`src/rtl/fifo_pkg.sv`:
```
// Shared defaults and the depth derivation for the threshold FIFO.
// Used by fifo_thresh_if, fifo_mem and fifo_thresh.
package fifo_pkg;
    localparam int DATA_WIDTH_DEF = 8;
    localparam int ADDR_WIDTH_DEF = 4;

    function automatic int depth_of(input int addr_width);
        return 1 << addr_width;
    endfunction
endpackage

```
`src/rtl/fifo_thresh_if.sv`:
```
// Request/status bundle between a FIFO user (master) and fifo_thresh (slave).
interface fifo_thresh_if #(
    parameter int DATA_WIDTH = fifo_pkg::DATA_WIDTH_DEF,
    parameter int ADDR_WIDTH = fifo_pkg::ADDR_WIDTH_DEF
);
    logic                  push;
    logic                  pop;
    logic [DATA_WIDTH-1:0] data_in;
    logic [DATA_WIDTH-1:0] data_out;
    logic                  empty;
    logic                  full;
    logic                  almost_full;
    logic                  almost_empty;
    logic [ADDR_WIDTH:0]   count;
    logic                  overflow;
    logic                  underflow;

    modport master (
        output push, pop, data_in,
        input  data_out, empty, full, almost_full, almost_empty, count, overflow, underflow
    );
    modport slave (
        input  push, pop, data_in,
        output data_out, empty, full, almost_full, almost_empty, count, overflow, underflow
    );
endinterface

```
`src/rtl/fifo_mem.sv`:
```
// DEPTH x DATA_WIDTH storage: one synchronous write port, one registered read port.
// The read register resets to 0; the array itself is never cleared.
module fifo_mem
    import fifo_pkg::*;
#(
    parameter int DATA_WIDTH = DATA_WIDTH_DEF,
    parameter int ADDR_WIDTH = ADDR_WIDTH_DEF
) (
    input  logic                  clk,
    input  logic                  rst_n,
    input  logic                  we_i,
    input  logic [ADDR_WIDTH-1:0] waddr_i,
    input  logic [DATA_WIDTH-1:0] wdata_i,
    input  logic                  re_i,
    input  logic [ADDR_WIDTH-1:0] raddr_i,
    output logic [DATA_WIDTH-1:0] rdata_o
);
    localparam int DEPTH = depth_of(ADDR_WIDTH);

    logic [DATA_WIDTH-1:0] mem_q [DEPTH];
    logic [DATA_WIDTH-1:0] rdata_q;

    always_ff @(posedge clk) begin
        if (we_i) mem_q[waddr_i] <= wdata_i;
    end

    // Read-before-write: a same-address read returns the old word (full push+pop).
    always_ff @(posedge clk) begin
        if (!rst_n)    rdata_q <= '0;
        else if (re_i) rdata_q <= mem_q[raddr_i];
    end

    assign rdata_o = rdata_q;
endmodule

```
`src/rtl/fifo_thresh.sv`:
```
// Synchronous FIFO with registered empty/full/almost flags and occupancy count.
// Define FIFO_ERR_FLAGS_EN to enable sticky overflow/underflow flags (tied to 0 otherwise).
module fifo_thresh
    import fifo_pkg::*;
#(
    parameter int DATA_WIDTH = DATA_WIDTH_DEF,
    parameter int ADDR_WIDTH = ADDR_WIDTH_DEF,
    parameter int AF_LEVEL   = depth_of(ADDR_WIDTH) - 2,
    parameter int AE_LEVEL   = 2
) (
    input  logic          clk,
    input  logic          rst_n,
    fifo_thresh_if.slave  bus
);
    localparam int                  DEPTH   = depth_of(ADDR_WIDTH);
    localparam logic [ADDR_WIDTH:0] DEPTH_C = DEPTH[ADDR_WIDTH:0];
    localparam logic [ADDR_WIDTH:0] AF_C    = AF_LEVEL[ADDR_WIDTH:0];
    localparam logic [ADDR_WIDTH:0] AE_C    = AE_LEVEL[ADDR_WIDTH:0];

    logic [ADDR_WIDTH-1:0] wr_ptr_q, wr_ptr_d;
    logic [ADDR_WIDTH-1:0] rd_ptr_q, rd_ptr_d;
    logic [ADDR_WIDTH:0]   count_q, count_d;
    logic                  empty_q, empty_d, full_q, full_d;
    logic                  af_q, af_d, ae_q, ae_d;
    logic                  push_acc, pop_acc;

    always_comb begin
        pop_acc  = bus.pop && !empty_q;
        push_acc = bus.push && (!full_q || pop_acc);
        wr_ptr_d = push_acc ? wr_ptr_q + 1'b1 : wr_ptr_q;
        rd_ptr_d = pop_acc  ? rd_ptr_q + 1'b1 : rd_ptr_q;
        count_d  = count_q;
        case ({push_acc, pop_acc})
            2'b10:   count_d = count_q + 1'b1;
            2'b01:   count_d = count_q - 1'b1;
            default: count_d = count_q;
        endcase
        // Flags follow next-cycle count so they register in step with it.
        empty_d = (count_d == '0);
        full_d  = (count_d == DEPTH_C);
        af_d    = (count_d >= AF_C);
        ae_d    = (count_d <= AE_C);
    end

    always_ff @(posedge clk) begin
        if (!rst_n) begin
            wr_ptr_q <= '0;
            rd_ptr_q <= '0;
            count_q  <= '0;
            empty_q  <= 1'b1;
            full_q   <= 1'b0;
            af_q     <= (AF_LEVEL == 0);
            ae_q     <= 1'b1;
        end else begin
            wr_ptr_q <= wr_ptr_d;
            rd_ptr_q <= rd_ptr_d;
            count_q  <= count_d;
            empty_q  <= empty_d;
            full_q   <= full_d;
            af_q     <= af_d;
            ae_q     <= ae_d;
        end
    end

    fifo_mem #(
        .DATA_WIDTH (DATA_WIDTH),
        .ADDR_WIDTH (ADDR_WIDTH)
    ) u_mem (
        .clk     (clk),
        .rst_n   (rst_n),
        .we_i    (push_acc && rst_n),
        .waddr_i (wr_ptr_q),
        .wdata_i (bus.data_in),
        .re_i    (pop_acc),
        .raddr_i (rd_ptr_q),
        .rdata_o (bus.data_out)
    );

`ifdef FIFO_ERR_FLAGS_EN
    logic ovf_q, ovf_d, unf_q, unf_d;

    always_comb begin
        ovf_d = ovf_q || (bus.push && !push_acc);
        unf_d = unf_q || (bus.pop && !pop_acc);
    end

    always_ff @(posedge clk) begin
        if (!rst_n) begin
            ovf_q <= 1'b0;
            unf_q <= 1'b0;
        end else begin
            ovf_q <= ovf_d;
            unf_q <= unf_d;
        end
    end

    assign bus.overflow  = ovf_q;
    assign bus.underflow = unf_q;
`else
    assign bus.overflow  = 1'b0;
    assign bus.underflow = 1'b0;
`endif

    assign bus.count        = count_q;
    assign bus.empty        = empty_q;
    assign bus.full         = full_q;
    assign bus.almost_full  = af_q;
    assign bus.almost_empty = ae_q;
endmodule

```
`src/flat_wrapper.sv`:
```
// flat-port wrapper written by rule: the top's interface ports become plain ports
module fifo_thresh_flat import fifo_pkg::*;
#(
    parameter int DATA_WIDTH = DATA_WIDTH_DEF,
    parameter int ADDR_WIDTH = ADDR_WIDTH_DEF,
    parameter int AF_LEVEL   = depth_of(ADDR_WIDTH) - 2,
    parameter int AE_LEVEL   = 2
)
  (clk, rst_n, bus_push, bus_pop, bus_data_in, bus_data_out, bus_empty, bus_full, bus_almost_full, bus_almost_empty, bus_count, bus_overflow, bus_underflow);
  fifo_thresh_if #(.DATA_WIDTH(DATA_WIDTH), .ADDR_WIDTH(ADDR_WIDTH)) bus_i ();
  input  logic clk;
  input  logic rst_n;
  input wire logic [$bits(bus_i.push)-1:0] bus_push;
  input wire logic [$bits(bus_i.pop)-1:0] bus_pop;
  input wire logic [$bits(bus_i.data_in)-1:0] bus_data_in;
  output wire logic [$bits(bus_i.data_out)-1:0] bus_data_out;
  output wire logic [$bits(bus_i.empty)-1:0] bus_empty;
  output wire logic [$bits(bus_i.full)-1:0] bus_full;
  output wire logic [$bits(bus_i.almost_full)-1:0] bus_almost_full;
  output wire logic [$bits(bus_i.almost_empty)-1:0] bus_almost_empty;
  output wire logic [$bits(bus_i.count)-1:0] bus_count;
  output wire logic [$bits(bus_i.overflow)-1:0] bus_overflow;
  output wire logic [$bits(bus_i.underflow)-1:0] bus_underflow;
  assign bus_i.push = bus_push;
  assign bus_i.pop = bus_pop;
  assign bus_i.data_in = bus_data_in;
  assign bus_data_out = bus_i.data_out;
  assign bus_empty = bus_i.empty;
  assign bus_full = bus_i.full;
  assign bus_almost_full = bus_i.almost_full;
  assign bus_almost_empty = bus_i.almost_empty;
  assign bus_count = bus_i.count;
  assign bus_overflow = bus_i.overflow;
  assign bus_underflow = bus_i.underflow;
  fifo_thresh #(.DATA_WIDTH(DATA_WIDTH), .ADDR_WIDTH(ADDR_WIDTH), .AF_LEVEL(AF_LEVEL), .AE_LEVEL(AE_LEVEL)) u_core (.clk(clk), .rst_n(rst_n), .bus(bus_i));
endmodule
```
`config.mk`:
```
export PLATFORM = sky130hd
export DESIGN_NAME = fifo_thresh_flat
export DESIGN_NICKNAME = d
export VERILOG_FILES = /design/src/rtl/fifo_pkg.sv /design/src/rtl/fifo_thresh_if.sv /design/src/rtl/fifo_mem.sv /design/src/rtl/fifo_thresh.sv /design/src/flat_wrapper.sv
export SDC_FILE = /design/constraint.sdc
export NUM_CORES = 1
export LEC_CHECK = 0
export BUFFER_PORTS_ARGS = -buffer_cell sky130_fd_sc_hd__buf_2
export CORE_UTILIZATION = 36
export DETAILED_ROUTE_END_ITERATION = 6
export GPL_TIMING_DRIVEN = 0
export PLACE_DENSITY = 0.64
export SETUP_SLACK_MARGIN = 0.02
export SLEW_MARGIN = 20
export SYNTH_ARGS = -nofsm -noshare
export SYNTH_HDL_FRONTEND = slang
export SYNTH_SLANG_ARGS = --single-unit
```
`constraint.sdc`:
```
create_clock -name clk -period 3.8 [get_ports clk]
set_input_delay 0.95 -clock clk [delete_from_list [all_inputs] [get_ports clk]]
set_output_delay 0.95 -clock clk [all_outputs]
set_load 0.03 [all_outputs]
```
==> impl_results.md, run 1 <==
* Crit path capture: u_core.bus.empty
* Hold crit path type: reg -> reg
* Cells after synthesis at between 300 and 400
* CP Launch Point: bus_pop
* Detail Placement HPWL at approximately 8200 um
* Critical path arrival at approximately 3900 ps
* Worst skew pair latency at between 400 and 500 ps
* Max-slew violation count at 0
* Sequential-to-total area share from yosys stat at 70.6%
* Outcome: finished clean
* Fmax achieved at roughly 280 MHz
* Clock transition at path regs at ~60 ps
* Core area at approximately 0.017 mm2
* Reg area at ~0.0043 mm2
* DRT antenna net count at 0
* Number of DRC markers in iteration 0 at 205
* Clk_skew at approximately 9.9 ps
* Internal at 3.18 mW
* Die H at 133 um
* Number of synthesized flops with an enable pin at 128
* Worst r2r src: u_core.bus.empty
* Synth top area cells: edfxtp_1 (62%), mux4_2 (9.9%), dfxtp_1 (8.1%)
* CTS H-tree depth at 4
* Syn avg cell area at 17.5 um2
* Minimum clock period at 3590 ps
* Via-per-instance ratio at slightly above 5
* Register share of total power at between 40% and 50%
* Routed via count at around 3,200
* WS Path Type: in -> reg
* Drt first pass iters at 4
* Area of the mapped netlist at ~0.0062 mm2
* Pin count of the biggest net entering global routing at 17
* Clock share of power at a little under two fifths
* Crit Path Max Fanout at 10
* Final RePlAce weighted congestion at about 0.78
* Ys Warns at 0
* P_leak at 2.37 nW
* Switching Share at a little over a quarter
* Synth Flop Type: edfxtp_1
* Flops & latches, synth at about 150
* Worst slack, placed at -176 ps
* Post-synth top cells: edfxtp_1 (128), nor2_1 (30), mux4_2 (27), dfxtp_1 (25), a22oi_1 (17)
* Max-slew headroom at between 30% and 40%
* Die area at roughly 0.018 mm2
* Final Setup Violations at 0
* DR WL/cell at approximately 20 um
* Netlist cell types at between 40 and 50
* Initial Util at roughly 37%
* Power Dens Cells at between 600 and 700 mW/mm2
* # fillers at between 1,000 and 1,500
* Post-Route WL at roughly 12,000 um
* PostCTS Resize Cnt at 0
* PortBufs at 27
* R2R Setup Slk at around 480 ps
* Setup Buffers After CTS at 0
* Die Wd at between 100 and 150 um
* TritonCTS clock tree: done
* Syn-to-layout area delta at 16.1%
* Initial antenna violation count at 0
* Final Cycle Share at between 90% and 100%
* RSZ-0062 raised after global routing: false
* Io pins at 31
* Number of max-cap violations at 0
* Multi-input gate area at about 0.0017 mm2
* Final hold violations at 0
* Row count at 47
* Share of layout cells above drive strength 1 at approximately a quarter
* Number of global-route vias before repair at 3,348
* Grt ovf at 0
* Actual slew at the worst max-slew pin at around 990 ps
* FFs w/ async S/R, synth at 0%
* Net switching power at roughly 1.2 mW
* Startpoint types: input port
* Comb pwr share at 18.0%
* Synth top area share at around 62%
* Clock buffer depth at 2
* WP data required at 4070 ps
* Global-route wire length before repair at approximately 19,000 um
* CTS buffer count at 17
* Reg2reg path depth at 12
* Critical Path, Cell by Cell: buf_2 > nand2b_1 > clkbuf_1 > inv_1 > ha_1 > buf_2 > xor2_1 > ha_1 > a21oi_1 > xnor2_1 > mux2_2 > o221ai_1 > o21ai_0
* DRC at 0
* Tot Pwr at 4.34 mW
* Slowest-stage cell, CP: clkbuf_1
* Peak per-stage delay on the critical path at between 400 and 500 ps
* RR Endpoint: u_core.bus.empty
* Final Net Count at between 400 and 500
* Cell taking the most area after synthesis: edfxtp_1
* Most common cell in the synthesized netlist: edfxtp_1
* Global Route Usage Sum at 15.2%
* # clock sinks at about 150
* Capturing element type of the critical path: flop
* Antenna diodes at 0
* Peak supply drop at approximately 0.33 mV
* Min-delay src: u_core.u_mem.rdata_o[4]
* CTS hold repair buffers at 0
* Final setup margin at 212 ps
* CTS root buf: clkbuf_16
==> worst max-delay path, delay by kind of cell <==
kind                       cells  cell delay [ps]
muxes                          1              370
and+or+nand+nor                1               90
AOI/OAI and AO/OA              3              520
buffers and inverters          4             1040
xor gates and xnor gates       2              350
adders and majority gates      2              510
==> layer usage <==
| metal | up-vias | share of wire [%] | GRT usage (%) |
|---|---|---|---|
| met5 | - | 0 | 0 |
| met4 | 0 | 1.6 | 6.45 |
| met3 | 15 | 6.5 | 4.33 |
| met2 | 99 | 49 | 24.6 |
| met1 | 1645 | 42 | 19.2 |
| li1 | 1488 | - | - |
==> cell usage in the layout (no fill, tap or decap), types with 7 or more instances in the layout <==
cell type	instances
dfxtp_1	25
nand2_1	9
clkbuf_1	11
ha_1	9
clkbuf_16	17
nor2_1	30
a22oi_1	17
xor2_1	8
inv_1	7
edfxtp_1	128
a21oi_1	13
buf_2	31
mux4_2	27
==> sequential cells by signal, summed over array words and instances (netlist names) <==
signal and flops:
u_core.u_mem.rdata_o 8, u_core.wr_ptr_q 4, u_core.u_mem.mem_q 128, u_core.bus.count 5, u_core.bus.almost_empty 1, u_core.bus.empty 1, u_core.bus.almost_full 1, u_core.bus.full 1
u_core.rd_ptr_q 4
==> per-stage QoR <==
step | setup TNS (ps) | hold WS [ps] | instances | area [um2] | utilization [%]
after floorplan | 0 | 528 | 352 | 6160 | -
after global placement | -158 | 460 | 599 | 6570 | 39.5
after detailed placement | -422 | 466 | 599 | 6570 | 39.5
after CTS | 0 | 485 | 631 | 7140 | 42.9
after global routing | 0 | 502 | 631 | 7140 | 42.9
final | 0 | 482 | 631 | 7140 | 42.9
==> kinds of logic after synthesis <==
logic type                 synth area share (%)
buffers and inverters                      2.48
AOI/OAI and AO/OA                          5.77
other                                    0.0609
DFF                                        70.6
muxes                                      12.4
adders and majority gates                  1.83
and+or+nand+nor                            5.06
xor gates and xnor gates                   1.85
==> cell type report <==
| cell class | count | share of cell area (%) |
|---|---|---|
| plain buffers | 21 | 1.77 |
| clock buffers | 18 | 6.01 |
| clock inverters | 14 | 2.05 |
| inverters | 7 | 0.368 |
| multi-input cells | 171 | 23.3 |
| flip-flops and latches | 153 | 60.8 |
| well taps | 220 | 3.85 |
| repair buffers | 27 | 1.89 |
==> power by group through the flow <==
stage	Combinational [mW]	Clock [mW]	Sequential [mW]
finish	0.782	1.63	1.93
global route	0.847	1.73	1.93
CTS	0.789	1.66	1.93
detailed placement	0.784	0	1.96
global placement	0.771	0	1.96
floorplan	0.497	0	2.05
==> worst min path at each step <==
stage,slack (ps),end,depth (start not counted)
final,480,u_core.u_mem.rdata_o[4],1
after global routing,500,u_core.u_mem.rdata_o[4],1
after CTS,480,u_core.u_mem.rdata_o[4],1
after detailed placement,470,u_core.u_mem.rdata_o[4],1
after global placement,460,u_core.u_mem.rdata_o[7],1
after floorplan,530,u_core.wr_ptr_q[3],2
Power figures use the tool's default switching activity.
==> inputs of run 2 (changes only) <==
--- a/config.mk
+++ b/config.mk
@@ -9,9 +9,9 @@
 export CORE_UTILIZATION = 36
 export DETAILED_ROUTE_END_ITERATION = 6
 export GPL_TIMING_DRIVEN = 0
-export PLACE_DENSITY = 0.64
 export SETUP_SLACK_MARGIN = 0.02
 export SLEW_MARGIN = 20
 export SYNTH_ARGS = -nofsm -noshare
 export SYNTH_HDL_FRONTEND = slang
+export SYNTH_HIERARCHICAL = 1
 export SYNTH_SLANG_ARGS = --single-unit
==> run 2 against run 1 <==
  * Synthesized area rose by 2.9%
  * Critical path type unchanged
  * Via count rose by 9.5%
  * Highest routed layer unchanged
  * Setup slack improved by 64 ps
  * Sequential share of layout area fell by 1.8 points
  * Cell area rose by 3.0%
  * First-iteration DRC count rose by 1.5%
==> impl_results.md, run 2 <==
* Outcome: finished clean
* Via-per-instance ratio at 4.99 (-3.1%)
* Routed via count at 3,555 (+9.5%)
* Netlist cell types at 47 (unchanged)
* Synth top area cells: edfxtp_1 (61%), mux2i_1 (11%), dfxtp_1 (7.9%)
* # clock sinks at 153 (unchanged)
* DR WL/cell at 18.5 um (-6.1%)
* Largest register FFs at 128 (unchanged)
* CTS H-tree depth at 4 (unchanged)
* Fmax achieved at 284 MHz (+1.8%)
* Crit Path Max Fanout at 10 (unchanged)
* Global Route Usage Sum at 15.6% (+0.37 points)
* Max-slew violation count at 0 (unchanged)
* Final Cycle Share at 92.7% (-1.7 points)
* Most flop-heavy register: u_core/u_mem/mem_q
* Number of synthesized flops with an enable pin at 128 (unchanged)
* Most common cell after layout, fill and taps aside: edfxtp_1
* Max-slew headroom at 44.3% (+11 points)
* TritonCTS clock tree: done
* Ys Warns at 6 (+6)
* Syn avg cell area at 14.8 um2 (-15%)
* Number of DRC markers in iteration 0 at 208 (+1.5%)
* Syn-to-layout area delta at 16.3%
* Grt ovf at 0 (unchanged)
* Synth Flop Type: edfxtp_1
* Power Dens Cells at 573 mW/mm2 (-5.7%)
* Setup Buffers After CTS at 0 (unchanged)
* Global-route wire length before repair at 20,200 um (+5.4%)
* PortBufs at 28 (+3.7%)
* Number of max-cap violations at 0 (unchanged)
* Drt first pass iters at 4 (unchanged)
* Most common cell in the synthesized netlist: edfxtp_1
* Post-Route WL at 13,200 um (+6.1%)
* P_leak at 2.43 nW (+2.7%)
* Cells after synthesis at 427 (+22%)
* Clock buffer depth at 2 (unchanged)
* Die area at 0.0181 mm2 (+2.8%)
* WS Path Type: in -> reg
* Most frequent cells in the layout: edfxtp_1 (128), mux2i_1 (68), buf_2 (32)
* Core area at 0.0172 mm2 (+3.6%)
* CTS root buf: clkbuf_16
* Peak supply drop at 0.367 mV (+11%)
* CTS buffer count at 17 (unchanged)
* Die Wd at 135 um (+1.4%)
* Cell taking the most area after synthesis: edfxtp_1
* DRC at 0 (unchanged)
* Clock transition at path regs at 60 ps (about the same)
* Clk_skew at 10.6 ps (+0.672 ps)
* Io pins at 31 (unchanged)
* Pin count of the biggest net entering global routing at 17 (unchanged)
* Antenna diodes at 0 (unchanged)
* Fin area at 0.00736 mm2 (+3.0%)
* Die H at 135 um (+1.4%)
* Synth top area share at 60.7% (-1.7 points)
* RSZ-0062 raised after global routing: false
* Minimum clock period at 3520 ps (-63.6 ps)
* Final Setup Violations at 0 (unchanged)
* Post-synth top cells: edfxtp_1 (128), mux2i_1 (68), nor2_1 (31), nand3_1 (27)
* WP data required at 4120 ps (+50 ps)
* FFs w/ async S/R, synth at 0% (unchanged)
* Final setup margin at 276 ps (+63.6 ps)
* Post-DP Area at 0.00678 mm2 (+3.2%)
* Initial antenna violation count at 0 (unchanged)
* Capturing element type of the critical path: flop
* PostCTS Resize Cnt at 0 (unchanged)
* Final Net Count at 492 (+17%)
* Actual slew at the worst max-slew pin at 833 ps (-157 ps)
* Worst slack, placed at -171 ps (+5.61 ps)
* Share of layout cells above drive strength 1 at 18.9% (-4.7 points)
* DRT antenna net count at 0 (unchanged)
* Final hold violations at 0 (unchanged)
* Hold crit path type: reg -> reg
* Row count at 48 (+2.1%)
* Sequential-to-total area share from yosys stat at 68.6% (-2.0 points)
* Flops & latches, synth at 153 (unchanged)
* CTS hold repair buffers at 0 (unchanged)
* Worst skew pair latency at 420 ps (about the same)
* Startpoint types: input port
* Detail Placement HPWL at 8730 um (+6.3%)
* Number of global-route vias before repair at 3,518 (+5.1%)
* Critical path arrival at 3840 ps (-20 ps)
* Area of the mapped netlist at 0.00633 mm2 (+2.9%)
* Final RePlAce weighted congestion at 0.776 (-0.37%)
* Initial Util at 36.7% (-0.25 points)
[run 2: cell count changes after synthesis, sizes merged, moves of 9 or more]
cell and change:
nand3 +26, mux2i +67, nand2 +15, buf +9, mux4 -32
[run 2: cell type report]
type | instances | area (um2)
buffer | 24 | 211
clock buffer | 19 | 443
clock inverter | 13 | 143
fill | 1548 | 9870
inverter | 6 | 22.5
multi-input combinational | 245 | 1780
sequential | 153 | 4340
tap | 225 | 282
timing repair buffer | 28 | 140
[run 2: final timing paths]
path / from / endpoint / slack, ps / cells past startpoint
worst max-delay path: bus_pop / u_core/bus.empty / 280 / 14
worst min-delay path: u_core/u_mem/rdata_o[5] / u_core/u_mem/rdata_o[5] / 460 / 2
worst max register to register: u_core/bus.empty / u_core/bus.empty / 590 / 13
worst min register to register: u_core/u_mem/rdata_o[5] / u_core/u_mem/rdata_o[5] / 460 / 2
[run 2: metrics by stage]
step | instances | hold WS, ps | utilization [%] | power [mW] | TNS, ps
CTS | 713 | 469 | 42.7 | 4.26 | 0
global placement | 681 | 451 | 39.2 | 2.58 | -2990
global route | 713 | 497 | 42.7 | 4.38 | 0
finish | 713 | 464 | 42.7 | 4.22 | 0
detailed placement | 681 | 455 | 39.3 | 2.59 | -539
floorplan | 428 | 523 | - | 2.41 | 0
[run 2: logic make-up (layout without fill, tap and decap cells)]
kind of cell | count (synthesis) | in the layout | share of synthesized area, %
AO/OA/AOI/OAI | 49 | 49 | 5.55
XOR/XNOR | 12 | 12 | 1.96
adder cells (fa/ha/maj) | 5 | 5 | 0.988
buffers and inverters | 30 | 90 | 3.70
flip-flops | 153 | 153 | 68.6
multiplexers | 69 | 69 | 10.9
other | 1 | 2 | 0.0592
AND/OR/NAND/NOR | 108 | 108 | 8.20
[run 2: routing by layer]
metal / vias to the layer above / share of wire [%] / GRT usage [%] / routed length (um)
met2: 80 / 48 / 25.0 / 6360
li1: 1702 / - / - / -
met1: 1761 / 46 / 20.2 / 6100
met3: 12 / 4.3 / 4.35 / 569
met5: - / 0 / 0 / 0
met4: 0 / 1.3 / 5.93 / 167
[run 2: worst max-delay path: stages]
cell and delay [ps]:
buf_2 70, nor2b_1 120, clkbuf_1 400, o21a_1 300, inv_1 120, ha_1 220
buf_4 170, xor2_1 160, ha_1 240, or3b_4 410, a21oi_2 150, o21ai_2 130
xnor2_4 160, a41o_1 240
[run 2: report_power, final]
group | internal [mW] | switching (mW)
Clock | 0.989 | 0.665
Sequential | 1.89 | 0.0558
Combinational | 0.217 | 0.401
